<file path="src/rtl/bubble_position_tracker.sv">
// Bubble-memory field rotation tracker: synchronizes host strobes, counts rotation steps
// around the loop and raises page requests on replicate strobes. Optional OVERRUN_FLAG_EN adds a sticky overrun flag.
module bubble_position_tracker #(
  parameter int CYCLE_LEN = 480,
  parameter int POSITIONS = 2053
) (
  input  logic        master_clock,
  input  logic        reset,
  input  logic        bubble_shift_enable,
  input  logic        replicator_enable,
  input  logic        bootloop_enable,
  input  logic        page_ack,
  output logic        shifting,
  output logic        step_tick,
  output logic [11:0] position,
  output logic        page_req,
  output logic [11:0] page_addr,
  output logic        boot_req,
  output logic        overrun
);

  localparam int                CNT_W    = (CYCLE_LEN > 1) ? $clog2(CYCLE_LEN) : 1;
  localparam logic [CNT_W-1:0] CNT_LAST = CNT_W'(CYCLE_LEN - 1);
  localparam logic [11:0]      POS_LAST = 12'(POSITIONS - 1);

  typedef enum logic [1:0] {
    ST_IDLE,
    ST_SHIFT,
    ST_REQ
  } state_e;

  // Synchronizer stages; replicator carries a third stage to see its falling edge.
  logic [1:0]       shift_sync_q;
  logic [2:0]       rep_sync_q;
  logic [1:0]       boot_sync_q;

  logic             shifting_q;
  logic             shifting_d;
  logic [CNT_W-1:0] cnt_q;
  logic [CNT_W-1:0] cnt_d;
  logic [11:0]      position_q;
  logic [11:0]      position_d;
  logic             boot_req_q;
  logic             boot_req_d;
  state_e           state_q;
  logic             page_req_q;
  logic [11:0]      page_addr_q;

  logic             shift_rise;
  logic             tick;
  logic             rep_event;
  logic             boot_phase;

  // NOTE: all state updates use non-blocking assignments so every flop samples pre-edge values.
  always_ff @(posedge master_clock) begin
    if (reset) begin
      shift_sync_q <= '1;
      rep_sync_q   <= '1;
      boot_sync_q  <= '1;
    end else begin
      shift_sync_q <= {shift_sync_q[0], bubble_shift_enable};
      rep_sync_q   <= {rep_sync_q[1:0], replicator_enable};
      boot_sync_q  <= {boot_sync_q[0], bootloop_enable};
    end
  end

  assign boot_phase = ~boot_sync_q[1];
  assign shifting_d = ~shift_sync_q[1];
  assign shift_rise = shifting_d & ~shifting_q;
  assign tick       = shifting_q & (cnt_q == CNT_LAST);
  assign rep_event  = shifting_q & boot_sync_q[1] & rep_sync_q[2] & ~rep_sync_q[1];
  assign boot_req_d = shift_rise & boot_phase;

  // NOTE: every always_comb output gets a default first so no latch is inferred.
  always_comb begin
    cnt_d      = '0;
    position_d = position_q;
    if (shifting_q && !tick) begin
      cnt_d = cnt_q + CNT_W'(1);
    end
    if (tick) begin
      position_d = (position_q == POS_LAST) ? 12'd0 : position_q + 12'd1;
    end else if (boot_req_d) begin
      position_d = 12'd0;
    end
  end

  always_ff @(posedge master_clock) begin
    if (reset) begin
      shifting_q <= 1'b0;
      cnt_q      <= '0;
      position_q <= 12'd0;
      boot_req_q <= 1'b0;
    end else begin
      shifting_q <= shifting_d;
      cnt_q      <= cnt_d;
      position_q <= position_d;
      boot_req_q <= boot_req_d;
    end
  end

  // The request address is the position seen before any increment on the same edge.
  always_ff @(posedge master_clock) begin
    if (reset) begin
      state_q     <= ST_IDLE;
      page_req_q  <= 1'b0;
      page_addr_q <= 12'd0;
    end else begin
      case (state_q)
        ST_IDLE: begin
          if (shifting_d) state_q <= ST_SHIFT;
        end
        ST_SHIFT: begin
          if (rep_event) begin
            state_q     <= ST_REQ;
            page_req_q  <= 1'b1;
            page_addr_q <= position_q;
          end else if (!shifting_d) begin
            state_q <= ST_IDLE;
          end
        end
        ST_REQ: begin
          if (page_ack) begin
            state_q    <= shifting_d ? ST_SHIFT : ST_IDLE;
            page_req_q <= 1'b0;
          end
        end
        default: begin
          state_q    <= ST_IDLE;
          page_req_q <= 1'b0;
        end
      endcase
    end
  end

`ifdef OVERRUN_FLAG_EN
  logic overrun_q;

  always_ff @(posedge master_clock) begin
    if (reset) begin
      overrun_q <= 1'b0;
    end else if (state_q == ST_REQ && rep_event) begin
      overrun_q <= 1'b1;
    end
  end

  assign overrun = overrun_q;
`else
  assign overrun = 1'b0;
`endif

  assign shifting  = shifting_q;
  assign step_tick = tick;
  assign position  = position_q;
  assign page_req  = page_req_q;
  assign page_addr = page_addr_q;
  assign boot_req  = boot_req_q;

endmodule

</file>
<file path="config.mk">
export PLATFORM = sky130hd
export DESIGN_NAME = bubble_position_tracker
export DESIGN_NICKNAME = d
export VERILOG_FILES = /design/src/rtl/bubble_position_tracker.sv
export SDC_FILE = /design/constraint.sdc
export NUM_CORES = 1
export LEC_CHECK = 0
export ABC_CLOCK_PERIOD_IN_PS = 2900
export CORE_MARGIN = 4
export CORE_UTILIZATION = 49
export DETAILED_ROUTE_END_ITERATION = 7
export GPL_TIMING_DRIVEN = 0
export PLACE_DENSITY = 0.82
export SLEW_MARGIN = 0
export SYNTH_ARGS = -nofsm -noshare
export SYNTH_HDL_FRONTEND = slang
export SYNTH_SLANG_ARGS = --single-unit
export TNS_END_PERCENT = 30
</file>
<file path="constraint.sdc">
create_clock -name master_clock -period 2.9 [get_ports master_clock]
set_input_delay 0.58 -clock master_clock [delete_from_list [all_inputs] [get_ports master_clock]]
set_output_delay 0.58 -clock master_clock [all_outputs]
set_load 0.05 [all_outputs]
</file>
Yosys cells after proc, flatten, opt, wreduce, memory -nomap -nowiden
Index checks and enable logic that the tools add are counted.
- RAM bits: 0
- bits in read-only memories: 0
- memories kept: 0
- register bits: 45
- latch bits: 0
- input bits: 6
- logic and storage cells: 52
- output and inout bits: 29
- reduce and logical (&&, ||, !) cells: 8
- multipliers: 0
- order comparisons: 0
- add/sub/neg operators: 2
- mux-type cells: 12
- eq/ne operators: 8
- bitwise gates (word level): 12
- divide/modulo/power cells: 0
- shift-type cells: 0
- operators with widths (operator ; count):
    12-bit 2-to-1 mux ; 3
    12-bit by 1-bit adder with 12-bit output, second input constant ; 1
    12-bit == test, second input constant ; 1
    9-bit by 1-bit adder with 9-bit output, second input constant ; 1
    9-bit == test, second input constant ; 1
    2-bit 2-to-1 mux ; 4
    1-bit bitwise AND ; 6
    2-bit inequality test, second input constant ; 3
    1-bit NOT ; 6
    2-bit case mux with 3 select lines ; 1
    3-bit AND reduction ; 2
    1-bit 2-to-1 mux ; 3
    3-bit inequality test, second input constant ; 1
    1-bit case mux with 3 select lines ; 1
    2-bit by 1-bit == test with 1-bit output, second input constant ; 1
    2-bit == test, second input constant ; 1
    2-bit logical NOT ; 1
    2-bit AND reduction ; 1
    2-bit nonzero test ; 1
    2-bit OR reduction ; 1
    1-bit logical AND ; 1
    1-bit logical NOT ; 1

Logic depth before layout (Yosys ltp)
- word-level depth: 6
- mapped depth: 7
- mapped depth without buffers: 6

Least setup slack after synthesis
No wires, ideal clock.
- path type: reg-to-reg
- start point: register position_q[0], in the netlist position[0]
- end point: register position_q[8], in the netlist position[8]
- data arrival time: 1963 ps
- slack: 867 ps
- required time: 2830 ps
- cell stages (with the launch flop): 7
- path buffers: 0
- library setup time: 70 ps
- clock period less this slack: 2033 ps
- cells stage by stage: dfxtp_1 > inv_1 > ha_1 > nor4b_1 > and3_2 > or4_1 > a21oi_1
- word-level cells in the longest chain between the ends: 3
- elaborated cells on any way between the ends: 4
- those cells by class: add/sub (1); eq/ne (1); mux (2)
- RTL lines (element ; line ; RTL):
    start: declaration ; 41 ; logic [11:0] position_q;
    start signal: assignment ; 97 ; position_q <= position_d;
    12-bit by 1-bit adder with 12-bit output / 12-bit == test (equally long branches) ; 82 ; position_d = (position_q == POS_LAST) ? 12'd0 : position_q + 12'd1;
    12-bit 2-to-1 mux * ; 82 ;
    12-bit 2-to-1 mux * ; 81 ; if (tick) begin
Every way passes the cells marked *; elsewhere a longest branch is shown, timed or not.
A chain may end at the register's enable or synchronous reset.

Final worst setup path
- start point: register cnt_q[0]
- end point: output step_tick
- word-level cells in the longest chain between the ends: 2
- RTL lines (element ; line ; RTL):
    start: declaration ; 39 ; logic [CNT_W-1:0] cnt_q;
    start signal: assignment ; 96 ; cnt_q <= cnt_d;
    9-bit == test ; 70 ; assign tick = shifting_q & (cnt_q == CNT_LAST);
    1-bit bitwise AND ; 70 ;
    end: declaration ; 14 ; output logic step_tick,
Every way passes these cells.

==> run summary <==
Post-Route WL - 3.83 mm
Rel. slew slack - 0.553
slowest CP cell - dlygate4sd2_1
H-Tree Depth - 2
slew of the pin with the lowest slew margin - 0.665 ns
Synth area leader - dfxtp_1
vias in the first global route - 1465
Critical Path End Type - output pin
post-synthesis sequential area ratio - 0.459
total power - 1.22 mW
DRC - 0
ys async rst share - 0
Synth Area in Adders - 0.0191
placeable core area - 3770 um2
Cell Int Power - 0.985 mW
clock buffer depth - 2
share of layout cells above drive strength 1 - 0.123
diodes inserted - 0
outcome - finished clean
FMAX - 374 MHz
sw power - 0.235 mW
Std-Cell Rows - 22
CTS tree - done
worst vdd ir - 0.332 mV
Post-Syn Instances - 202
Vias per Instance - 5.38
worst hold path class - register to register
Synth top cells by count - dfxtp_1, nor2_1, mux2i_1, nand2_1, nand3_1
post-synthesis compound-gate area fraction - 0.0957
sequential share of power - 0.514
CP bufs+invs - 3
all-layer global routing usage - 0.159
largest cells by area after synthesis - dfxtp_1, mux2i_1, nor2_1
largest net degree at the start of global routing - 16
die width - 71.3 um
die area - 5080 um2
TritonCTS Sinks - 45
mux share of post-synthesis cell area - 0.0664
R2R cell count - 7
Worst-Skew Late Latency - 0.30 ns
Pleak - 0.908 nW
synth unique cells - 47
Synth Flop Type - dfxtp_1
# Post-CTS Setup Buffers - 0
Max-Cap Viols - 0
final hold viol count - 0
XOR/XNOR Fraction of Synth Area - 0.0357
Top Family by Delay on Critical Path - buffers and inverters
RSZ-0062 raised after global routing - no
setup TNS - 0 ns
detailed-route via count - 1566
Die Height - 71.3 um
Arr. time, crit path - 2.09 ns
Tmin final - 2.67 ns
Worst path max stage delay - 0.56 ns
CTS buffer count - 5
Ports - 35
synth-to-layout area growth - 26.9%
Worst Path Class, Setup - register to output pin
post-synthesis cell area - 1960 um2
CP Max Fanout - 7
HPWL Detailed - 2.77 mm
final worst slack - 0.229 ns
Combinational Power Share - 0.027
# nets final - 251
Synthesized Nets - 211
Synthesis Warnings - 0
critical path data required time - 2.32 ns
Crit path depth - 6
drt first pass iters - 4
routed len/inst - 13.2 um
DRT iter0 DRCs - 62
crit share post-route - 0.921
largest family of logic cells by synthesized area - simple AND/OR/NAND/NOR gates
crit path cell chain - ha_1 > and4_1 > buf_6 > nand3_4 > inv_1 > dlygate4sd2_1
Post-synth EDFFs - 0
Core Util, Final - 0.660
clock power share - 0.459
pre-CTS WS - 0.287 ns
Worst Skew - 0.00515 ns
Max Transition Viols Final - 0
Sw Ratio - 0.192
port bufs - 33
initial antenna violation count - 0
GRT Residual Overflow - 0
first-pass GRT wire length - 6.53 mm
clk slew on worst S/H paths - 0.08 ns
Placer Congestion - 0.812
Initial Util - 0.520
Pwr per Cell Area - 490 nW/um2
Seq cells post-synth - 45
most frequent cell after synthesis - dfxtp_1
Synth top area share - 0.459
CTS Root Cell - clkbuf_8
Setup-failing EPs final - 0
CP Launch Type - register
Post-DRT Antenna Nets - 0
worst hold path depth - 1
Avg Inst Size Synth - 9.71 um2
Simple-Gate Fraction of Synth Area - 0.262
[layout by cell type, fill, tap and decap left out, drive strengths merged, types with 6 or more instances in the layout]
cell            n
buf             9
clkbuf          7
clkdlybuf4s50  32
dfxtp          45
mux2i          13
nand2          11
nand3          11
nor2           28
nor3            6
or2             7
[per-layer routing]
metal | share of wire | routed length, um | GRT usage
met1 | 0.46 | 1780 | 0.213
met2 | 0.45 | 1720 | 0.241
met3 | 0.067 | 258 | 0.0435
met4 | 0.020 | 75 | 0.0689
met5 | 0 | 0 | 0
[power groups by stage]
| stage | clock, mW | combinational [mW] | sequential, mW |
|---|---|---|---|
| 2_1_floorplan | 0 | 0.0194 | 0.642 |
| 6_report | 0.560 | 0.0331 | 0.626 |
| 3_3_place_gp | 0 | 0.0330 | 0.641 |
| 5_1_grt | 0.597 | 0.0362 | 0.627 |
| 3_5_place_dp | 0 | 0.0333 | 0.641 |
| 4_1_cts | 0.574 | 0.0333 | 0.627 |
[worst paths after layout]
check / startpoint / endpoint / slack, ns
worst min register to register: rep_sync_q[0] / rep_sync_q[1] / 0.41
worst min-delay path: rep_sync_q[0] / rep_sync_q[1] / 0.41
worst max-delay path: cnt_q[0] / step_tick / 0.23
worst max register to register: position[0] / position[2] / 1.07
[cells by family (layout without fill, tap and decap cells)]
group | after synthesis | after routing
and+or+nand+nor | 91 | 91
AOI/OAI and AO/OA | 26 | 26
muxes | 13 | 13
other | 1 | 1
DFF | 45 | 45
buffers and inverters | 15 | 56
xor gates and xnor gates | 8 | 8
adders and majority gates | 3 | 3
[worst register-to-register path: cells and delay by family (launching register included)]
kind            cells  cell delay, ns
compound gates      2            0.52
simple gates        2            0.39
fa+ha+maj           1            0.20
flops               1            0.44
buf+inv             2            0.23
[registers in the layout, indices dropped and copies added, names as in the netlist]
| register | count |
|---|---|
| state_q | 2 |
| boot_req | 1 |
| shift_sync_q | 2 |
| boot_sync_q | 2 |
| shifting | 1 |
| rep_sync_q | 3 |
| page_addr | 12 |
| cnt_q | 9 |
| page_req | 1 |
| position | 12 |
[repair_timing]
item                                    CTS  global route
hold buffers                              0             0
endpoints found under the setup margin    1             0
hold endpoints to repair                  0             0
resized for setup                         1             0
[cell type report]
type	instances	area [um2]
plain buffers	11	103
fillers	300	1280
inverters	4	15.0
well taps	48	60.1
clock inverters	3	68.8
multi-input cells	142	942
clock buffers	5	68.8
repair buffers	33	329
flip-flops and latches	45	901
[metrics by stage]
stage	area [um2]	hold slack, ns	instances
global route	2490	0.428	291
finish	2490	0.414	291
global placement	2350	0.396	283
detailed placement	2350	0.394	283
floorplan	1960	0.389	202
CTS	2490	0.415	291
Note: power is estimated with default switching activity, not from simulation.
